[config.mk]
export PLATFORM = sky130hd
export DESIGN_NAME = memory_arbiter_flat
export DESIGN_NICKNAME = d
export VERILOG_FILES = /design/src/rtl/cpu_types_pkg.sv /design/src/rtl/cache_control_if.sv /design/src/rtl/rr_pick.sv /design/src/rtl/memory_arbiter.sv /design/src/flat_wrapper.sv
export SDC_FILE = /design/constraint.sdc
export NUM_CORES = 1
export LEC_CHECK = 0
export ABC_AREA = 1
export CAP_MARGIN = 20
export CORE_AREA = 2 2 169 171
export CTS_CLUSTER_DIAMETER = 60
export DETAILED_ROUTE_END_ITERATION = 10
export DIE_AREA = 0 0 171 173
export DONT_BUFFER_PORTS = 1
export PLACE_DENSITY_LB_ADDON = 0.2
export SYNTH_ARGS = -nofsm -noshare
export SYNTH_HDL_FRONTEND = slang
export SYNTH_SLANG_ARGS = --single-unit
[constraint.sdc]
create_clock -name CLK -period 2.5 [get_ports CLK]
set_clock_uncertainty 0.1 [all_clocks]
set_input_delay 0.375 -clock CLK [delete_from_list [all_inputs] [get_ports CLK]]
set_output_delay 0.375 -clock CLK [all_outputs]
set_load 0.02 [all_outputs]
[src/rtl/cpu_types_pkg.sv]
// rtl/cpu_types_pkg.sv - shared CPU/memory types for the memory arbiter
package cpu_types_pkg;

  typedef logic [31:0] word_t;

  typedef enum logic [1:0] {
    FREE   = 2'd0,
    BUSY   = 2'd1,
    ACCESS = 2'd2,
    ERROR  = 2'd3
  } ramstate_t;

  // Request classes, listed in default priority order
  typedef enum logic [1:0] {
    DWR = 2'd0,
    DRD = 2'd1,
    IRD = 2'd2
  } arb_kind_t;

endpackage

[src/rtl/cache_control_if.sv]
// rtl/cache_control_if.sv - cache/memory control bundle between cores, arbiter and RAM
interface cache_control_if #(
  parameter int CPUS = 2
);

  logic [CPUS-1:0]                  iREN;
  logic [CPUS-1:0]                  dREN;
  logic [CPUS-1:0]                  dWEN;
  cpu_types_pkg::word_t [CPUS-1:0]  iaddr;
  cpu_types_pkg::word_t [CPUS-1:0]  daddr;
  cpu_types_pkg::word_t [CPUS-1:0]  dstore;
  logic [CPUS-1:0]                  iwait;
  logic [CPUS-1:0]                  dwait;
  cpu_types_pkg::word_t [CPUS-1:0]  iload;
  cpu_types_pkg::word_t [CPUS-1:0]  dload;
  logic                             ramREN;
  logic                             ramWEN;
  cpu_types_pkg::word_t             ramaddr;
  cpu_types_pkg::word_t             ramstore;
  cpu_types_pkg::word_t             ramload;
  cpu_types_pkg::ramstate_t         ramstate;

  modport cc (
    input  iREN, dREN, dWEN, iaddr, daddr, dstore, ramload, ramstate,
    output iwait, dwait, iload, dload, ramREN, ramWEN, ramaddr, ramstore
  );

endinterface

[src/rtl/rr_pick.sv]
// rtl/rr_pick.sv - round-robin priority picker: first request at or after ptr wins
module rr_pick #(
  parameter int N = 2,
  parameter int W = (N > 1) ? $clog2(N) : 1
) (
  input  logic [N-1:0] req_i,
  input  logic [W-1:0] ptr_i,
  output logic [N-1:0] gnt_o,
  output logic         valid_o
);

  logic [W-1:0] idx;

  always_comb begin
    gnt_o = '0;
    idx   = '0;
    for (int k = 0; k < N; k++) begin
      idx = W'((int'(ptr_i) + k) % N);
      if (gnt_o == '0 && req_i[idx]) begin
        gnt_o[idx] = 1'b1;
      end
    end
  end

  assign valid_o = |req_i;

endmodule

[src/rtl/memory_arbiter.sv]
// rtl/memory_arbiter.sv - multi-core RAM arbiter: DWR > DRD > IRD with ifetch anti-starvation
module memory_arbiter
  import cpu_types_pkg::*;
#(
  parameter int CPUS          = 2,
  parameter int IFETCH_STARVE = 15
) (
  input logic         CLK,
  input logic         nRST,
  cache_control_if.cc ccif
);

  localparam int IDXW = (CPUS > 1) ? $clog2(CPUS) : 1;
  localparam int SW   = (IFETCH_STARVE > 0) ? $clog2(IFETCH_STARVE + 1) : 1;
  localparam logic [SW-1:0]   STARVE_MAX = SW'(IFETCH_STARVE);
  localparam logic [IDXW-1:0] LAST_CPU   = IDXW'(CPUS - 1);

  localparam logic [0:0] IDLE  = 1'b0;
  localparam logic [0:0] GRANT = 1'b1;

  logic [0:0]      state_q, state_d;
  logic [IDXW-1:0] gnt_cpu_q, gnt_cpu_d;
  arb_kind_t       gnt_kind_q, gnt_kind_d;
  logic [IDXW-1:0] rr_ptr_q, rr_ptr_d;
  logic [SW-1:0]   starve_cnt_q, starve_cnt_d;

  logic [CPUS-1:0] dwr_req, drd_req, ird_req;
  logic [CPUS-1:0] dwr_gnt, drd_gnt, ird_gnt;
  logic            dwr_vld, drd_vld, ird_vld;
  logic [CPUS-1:0] win_oh;
  logic [IDXW-1:0] win_idx;
  arb_kind_t       win_kind;
  logic            win_req, granted, complete, abort;

  // A core asserting both dWEN and dREN is treated purely as a writer
  assign dwr_req = ccif.dWEN;
  assign drd_req = ccif.dREN & ~ccif.dWEN;
  assign ird_req = ccif.iREN;

  rr_pick #(.N(CPUS), .W(IDXW)) u_pick_dwr (
    .req_i(dwr_req), .ptr_i(rr_ptr_q), .gnt_o(dwr_gnt), .valid_o(dwr_vld)
  );
  rr_pick #(.N(CPUS), .W(IDXW)) u_pick_drd (
    .req_i(drd_req), .ptr_i(rr_ptr_q), .gnt_o(drd_gnt), .valid_o(drd_vld)
  );
  rr_pick #(.N(CPUS), .W(IDXW)) u_pick_ird (
    .req_i(ird_req), .ptr_i(rr_ptr_q), .gnt_o(ird_gnt), .valid_o(ird_vld)
  );

  always_comb begin
    win_kind = IRD;
    win_oh   = ird_gnt;
    if (!(starve_cnt_q == STARVE_MAX && ird_vld)) begin
      if (dwr_vld) begin
        win_kind = DWR;
        win_oh   = dwr_gnt;
      end else if (drd_vld) begin
        win_kind = DRD;
        win_oh   = drd_gnt;
      end
    end
    win_idx = '0;
    for (int i = 0; i < CPUS; i++) begin
      if (win_oh[i]) win_idx = IDXW'(i);
    end
  end

  always_comb begin
    case (gnt_kind_q)
      DWR:     win_req = ccif.dWEN[gnt_cpu_q];
      DRD:     win_req = ccif.dREN[gnt_cpu_q];
      default: win_req = ccif.iREN[gnt_cpu_q];
    endcase
  end

  assign granted  = (state_q == GRANT);
  assign abort    = granted && !win_req;
  assign complete = granted && win_req && (ccif.ramstate == ACCESS);

  // RAM command comes only from the registered winner; zero while idle
  always_comb begin
    ccif.ramREN   = 1'b0;
    ccif.ramWEN   = 1'b0;
    ccif.ramaddr  = '0;
    ccif.ramstore = '0;
    if (granted) begin
      case (gnt_kind_q)
        DWR: begin
          ccif.ramWEN   = 1'b1;
          ccif.ramaddr  = ccif.daddr[gnt_cpu_q];
          ccif.ramstore = ccif.dstore[gnt_cpu_q];
        end
        DRD: begin
          ccif.ramREN  = 1'b1;
          ccif.ramaddr = ccif.daddr[gnt_cpu_q];
        end
        default: begin
          ccif.ramREN  = 1'b1;
          ccif.ramaddr = ccif.iaddr[gnt_cpu_q];
        end
      endcase
    end
  end

  always_comb begin
    ccif.iwait = '1;
    ccif.dwait = '1;
    if (complete) begin
      if (gnt_kind_q == IRD) ccif.iwait[gnt_cpu_q] = 1'b0;
      else                   ccif.dwait[gnt_cpu_q] = 1'b0;
    end
  end

  assign ccif.iload = {CPUS{ccif.ramload}};
  assign ccif.dload = {CPUS{ccif.ramload}};

  always_comb begin
    state_d      = state_q;
    gnt_cpu_d    = gnt_cpu_q;
    gnt_kind_d   = gnt_kind_q;
    rr_ptr_d     = rr_ptr_q;
    starve_cnt_d = starve_cnt_q;
    case (state_q)
      IDLE: begin
        if (dwr_vld || drd_vld || ird_vld) begin
          state_d    = GRANT;
          gnt_cpu_d  = win_idx;
          gnt_kind_d = win_kind;
        end
      end
      default: begin
        if (abort) begin
          state_d = IDLE;
        end else if (complete) begin
          state_d  = IDLE;
          rr_ptr_d = (gnt_cpu_q == LAST_CPU) ? '0 : gnt_cpu_q + IDXW'(1);
        end
      end
    endcase
    // Count data completions that overtook a pending instruction fetch
    if (!(|ccif.iREN)) begin
      starve_cnt_d = '0;
    end else if (complete && gnt_kind_q == IRD) begin
      starve_cnt_d = '0;
    end else if (complete && starve_cnt_q != STARVE_MAX) begin
      starve_cnt_d = starve_cnt_q + SW'(1);
    end
  end

  always_ff @(posedge CLK or negedge nRST) begin
    if (!nRST) begin
      state_q      <= IDLE;
      gnt_cpu_q    <= '0;
      gnt_kind_q   <= IRD;
      rr_ptr_q     <= '0;
      starve_cnt_q <= '0;
    end else begin
      state_q      <= state_d;
      gnt_cpu_q    <= gnt_cpu_d;
      gnt_kind_q   <= gnt_kind_d;
      rr_ptr_q     <= rr_ptr_d;
      starve_cnt_q <= starve_cnt_d;
    end
  end

endmodule

[src/flat_wrapper.sv]
// flat-port wrapper written by rule: the top's interface ports become plain ports
module memory_arbiter_flat import cpu_types_pkg::*;
#(
  parameter int CPUS          = 2,
  parameter int IFETCH_STARVE = 15
)
  (CLK, nRST, ccif_iREN, ccif_dREN, ccif_dWEN, ccif_iaddr, ccif_daddr, ccif_dstore, ccif_ramload, ccif_ramstate, ccif_iwait, ccif_dwait, ccif_iload, ccif_dload, ccif_ramREN, ccif_ramWEN, ccif_ramaddr, ccif_ramstore);
  cache_control_if #(.CPUS(CPUS)) ccif_i ();
  input logic CLK;
  input logic nRST;
  input wire logic [$bits(ccif_i.iREN)-1:0] ccif_iREN;
  input wire logic [$bits(ccif_i.dREN)-1:0] ccif_dREN;
  input wire logic [$bits(ccif_i.dWEN)-1:0] ccif_dWEN;
  input wire logic [$bits(ccif_i.iaddr)-1:0] ccif_iaddr;
  input wire logic [$bits(ccif_i.daddr)-1:0] ccif_daddr;
  input wire logic [$bits(ccif_i.dstore)-1:0] ccif_dstore;
  input wire logic [$bits(ccif_i.ramload)-1:0] ccif_ramload;
  input wire logic [$bits(ccif_i.ramstate)-1:0] ccif_ramstate;
  output wire logic [$bits(ccif_i.iwait)-1:0] ccif_iwait;
  output wire logic [$bits(ccif_i.dwait)-1:0] ccif_dwait;
  output wire logic [$bits(ccif_i.iload)-1:0] ccif_iload;
  output wire logic [$bits(ccif_i.dload)-1:0] ccif_dload;
  output wire logic [$bits(ccif_i.ramREN)-1:0] ccif_ramREN;
  output wire logic [$bits(ccif_i.ramWEN)-1:0] ccif_ramWEN;
  output wire logic [$bits(ccif_i.ramaddr)-1:0] ccif_ramaddr;
  output wire logic [$bits(ccif_i.ramstore)-1:0] ccif_ramstore;
  assign ccif_i.iREN = ccif_iREN;
  assign ccif_i.dREN = ccif_dREN;
  assign ccif_i.dWEN = ccif_dWEN;
  assign ccif_i.iaddr = ccif_iaddr;
  assign ccif_i.daddr = ccif_daddr;
  assign ccif_i.dstore = ccif_dstore;
  assign ccif_i.ramload = ccif_ramload;
  assign ccif_i.ramstate = ccif_ramstate;
  assign ccif_iwait = ccif_i.iwait;
  assign ccif_dwait = ccif_i.dwait;
  assign ccif_iload = ccif_i.iload;
  assign ccif_dload = ccif_i.dload;
  assign ccif_ramREN = ccif_i.ramREN;
  assign ccif_ramWEN = ccif_i.ramWEN;
  assign ccif_ramaddr = ccif_i.ramaddr;
  assign ccif_ramstore = ccif_i.ramstore;
  memory_arbiter #(.CPUS(CPUS), .IFETCH_STARVE(IFETCH_STARVE)) u_core (.CLK(CLK), .nRST(nRST), .ccif(ccif_i));
endmodule
==> flow_metrics.tcl <==
set metrics [dict create \
    status "complete, no violations" \
    die-area_um2 29580 \
    cp-start-kind "register" \
    routed_wl_mm 14.72 \
    hold_depth 2 \
    hold_class "in -> reg" \
    r2r_setup_slack_ns 0.68 \
    relSlewSlack_pct 65.85 \
    slew_viol_final 0 \
    path_clk_slew_ns 0.04 \
    vias 3207 \
    worstSetupPathType "reg -> out" \
    syn_area_per_cell_um2 5.375 \
    setup_violations 0 \
    synth_fp_nets 813 \
    first_global_vias 3142 \
    cts_sinks 9 \
    max_freq_mhz 431.9 \
    synth_top_cell_by_area "buf_4" \
    leakagePower_nw 1.327 \
    crit_fanout 21 \
    max-clock-path-buffers 2 \
    firstDrtPassIters 4 \
    die_x_um 171 \
    reg2reg_depth 9 \
    regArea_um2 230.2 \
    yosysTopAreaCellShare_pct 31.17 \
    fin_tns_setup_ns 0 \
    period_share_pct 92.62 \
    syn_area_um2 3107 \
    synth-main-ff-cell "dfrtp_1" \
    synth_edf_count 0 \
    synth_common_cells "138 x nor2_1, 129 x buf_4, 97 x nand2_1" \
    dp_hpwl_mm 12.14 \
    fin_crit_ns 2.316 \
    powerDensity_nw_per_um2 1353 \
    fin_nets 734 \
    worst_setup_path_end_kind "output pin" \
    finish.cell_count_without_fillers 879 \
    drive_gt1_share_pct 18.07 \
    core_um2 27630 \
    yosysWarnings 0 \
    yosys.cell_types.count 23 \
    cts_setup_buffers 0 \
    critPathArrivalTime_ns 1.84 \
    hold_viol 0 \
    grt_usage_pct 8.938 \
    yosysMostFrequentCell "nor2_1" \
    root_buffer "clkbuf_16" \
    dr.first_iter.drc_count 160 \
    overflow 0 \
    dp_cells 871 \
    io_pins 432 \
    fill_cells 3334 \
    syn2layout_area_growth_pct 2.980 \
    grt_max_degree 54 \
    yosysSeqAreaShare_pct 7.290 \
    vdd_drop_max_v 0.0005407 \
    drt.antenna.violating_nets 0 \
    gp_congestion 0.7832 \
    drc 0 \
    portBuffers 0 \
    synthCells 578 \
    multiInputGateArea_um2 1710 \
    grt_setup_unrepaired "no" \
    insertion_delay_ns 0.23 \
    cts_buffers 3 \
    ys_seq_elements 9 \
    die_h_um 173 \
    start_util_pct 11.24 \
    maxCapViolations 0 \
    grt_pass1_wl_mm 20.10 \
    async_reset_ff_share_pct 100.0 \
    fin_hold_ws_ns 0.2159 \
    avgViaCountPerCell 3.648 \
    required_ns 2.03 \
    antenna_found_initial 4 \
    cts_tree "built" \
    htree_levels 1 \
    yosys-top-cells-area "buf_4 31%, nor2_1 17%, nand2_1 12%, o21ai_0 11%, a21oi_1 10%" \
    wire_per_inst_um 16.74 \
    rows 61 \
    worstMarginPinSlew_ns 0.5115 \
]
cell type report:
type / count / area share [%]
Antenna cell: 3 / 0.2346
Tap cell: 378 / 14.78
Inverter: 15 / 1.838
Sequential cell: 9 / 7.196
Timing Repair Buffer: 78 / 20.02
Multi-Input combinational cell: 392 / 53.46
Clock buffer: 4 / 2.464
layout by cell type, fill, tap and decap left out:
master | Yosys | routed
nor2_1 | 138 | 138
nand2_1 | 97 | 97
buf_4 | 129 | 70
o21ai_0 | 67 | 67
a21oi_1 | 65 | 65
inv_1 | 12 | 12
nand3_1 | 9 | 9
dfrtp_1 | 8 | 7
nand4_1 | 4 | 4
buf_6 | 1 | 4
diode_2 | 0 | 3
clkbuf_16 | 0 | 3
buf_12 | 0 | 3
inv_2 | 3 | 2
nand2_2 | 2 | 2
nor2_4 | 2 | 2
a31oi_1 | 2 | 2
xor2_1 | 2 | 2
inv_4 | 0 | 1
nor2_2 | 1 | 1
o31ai_1 | 1 | 1
and3_1 | 1 | 1
ha_1 | 1 | 1
clkbuf_1 | 19 | 1
dlygate4sd3_1 | 0 | 1
dfrtp_4 | 0 | 1
dfstp_2 | 1 | 1
power by group:
| group | internal (mW) | switching, mW | leakage (nW) |
|---|---|---|---|
| clock network | 0.213 | 0.0676 | 0.0382 |
| registers | 0.202 | 0.0583 | 0.110 |
| logic | 1.36 | 2.42 | 1.18 |
| total | 1.78 | 2.55 | 1.33 |
critical path, cell delays in order (launching register included):
cell and delay [ns]:
dfrtp_4 0.50, inv_4 0.19, buf_6 0.23, buf_6 0.19, nand2_1 0.07, a21oi_1 0.22, buf_4 0.19
flip-flops by register name, indices dropped and copies added (netlist names):
| register | flops |
|---|---|
| u_core.gnt_kind_q | 2 |
| u_core.gnt_cpu_q | 1 |
| u_core.rr_ptr_q | 1 |
| u_core.granted | 1 |
| u_core.starve_cnt_q | 4 |
metal layers:
metal / global-route usage (%) / share of wire [%] / vias to the layer above
li1: - / - / 1560
met1: 9.217 / 35 / 1392
met2: 16.48 / 51 / 238
met3: 4.372 / 14 / 15
met4: 1.306 / 0.89 / 2
met5: 0 / 0.12 / -
what timing repair did:
action	4_1_cts	5_1_grt
pin swaps	0	0
hold endpoints to repair	9	0
setup endpoints to repair	1	8
hold buffers	1	0
gates cloned	0	0
resized for setup	1	4
cell families (layout without fill, tap and decap cells):
kind of cell	count (synthesis)	count (layout)	share of synthesized area, %
AOI/OAI and AO/OA	135	135	21.91
xor gates and xnor gates	2	2	0.5639
adders and majority gates	1	1	0.4027
buffers and inverters	177	97	37.66
DFF	9	9	7.290
other	0	3	0
and+or+nand+nor	254	254	32.18
through the flow:
| stage | total power, mW | util [%] | cell area (um^2) | setup WS, ns |
|---|---|---|---|---|
| floorplan | 2.845 | - | 3107 | 0.6283 |
| global placement | 4.123 | 11.17 | 3087 | 0.2336 |
| detailed placement | 4.109 | 11.17 | 3087 | 0.2452 |
| CTS | 4.407 | 11.51 | 3179 | 0.07118 |
| global route | 4.722 | 11.56 | 3194 | 0.02067 |
| finish | 4.328 | 11.58 | 3199 | 0.1844 |
worst paths after layout:
kind / startpoint / endpoint
min: ccif_iREN[1] / u_core.gnt_cpu_q$_DFFE_PN0P_
min reg2reg: u_core.starve_cnt_q[3]$_DFFE_PN0P_ / u_core.starve_cnt_q[3]$_DFFE_PN0P_
min in group asynchronous: nRST / u_core.starve_cnt_q[3]$_DFFE_PN0P_
max: u_core.gnt_cpu_q$_DFFE_PN0P_ / ccif_ramstore[7]
max reg2reg: u_core.gnt_kind_q[1]$_DFFE_PN1P_ / u_core.starve_cnt_q[3]$_DFFE_PN0P_
max in group asynchronous: nRST / u_core.gnt_cpu_q$_DFFE_PN0P_
Power figures use the tool's default switching activity.
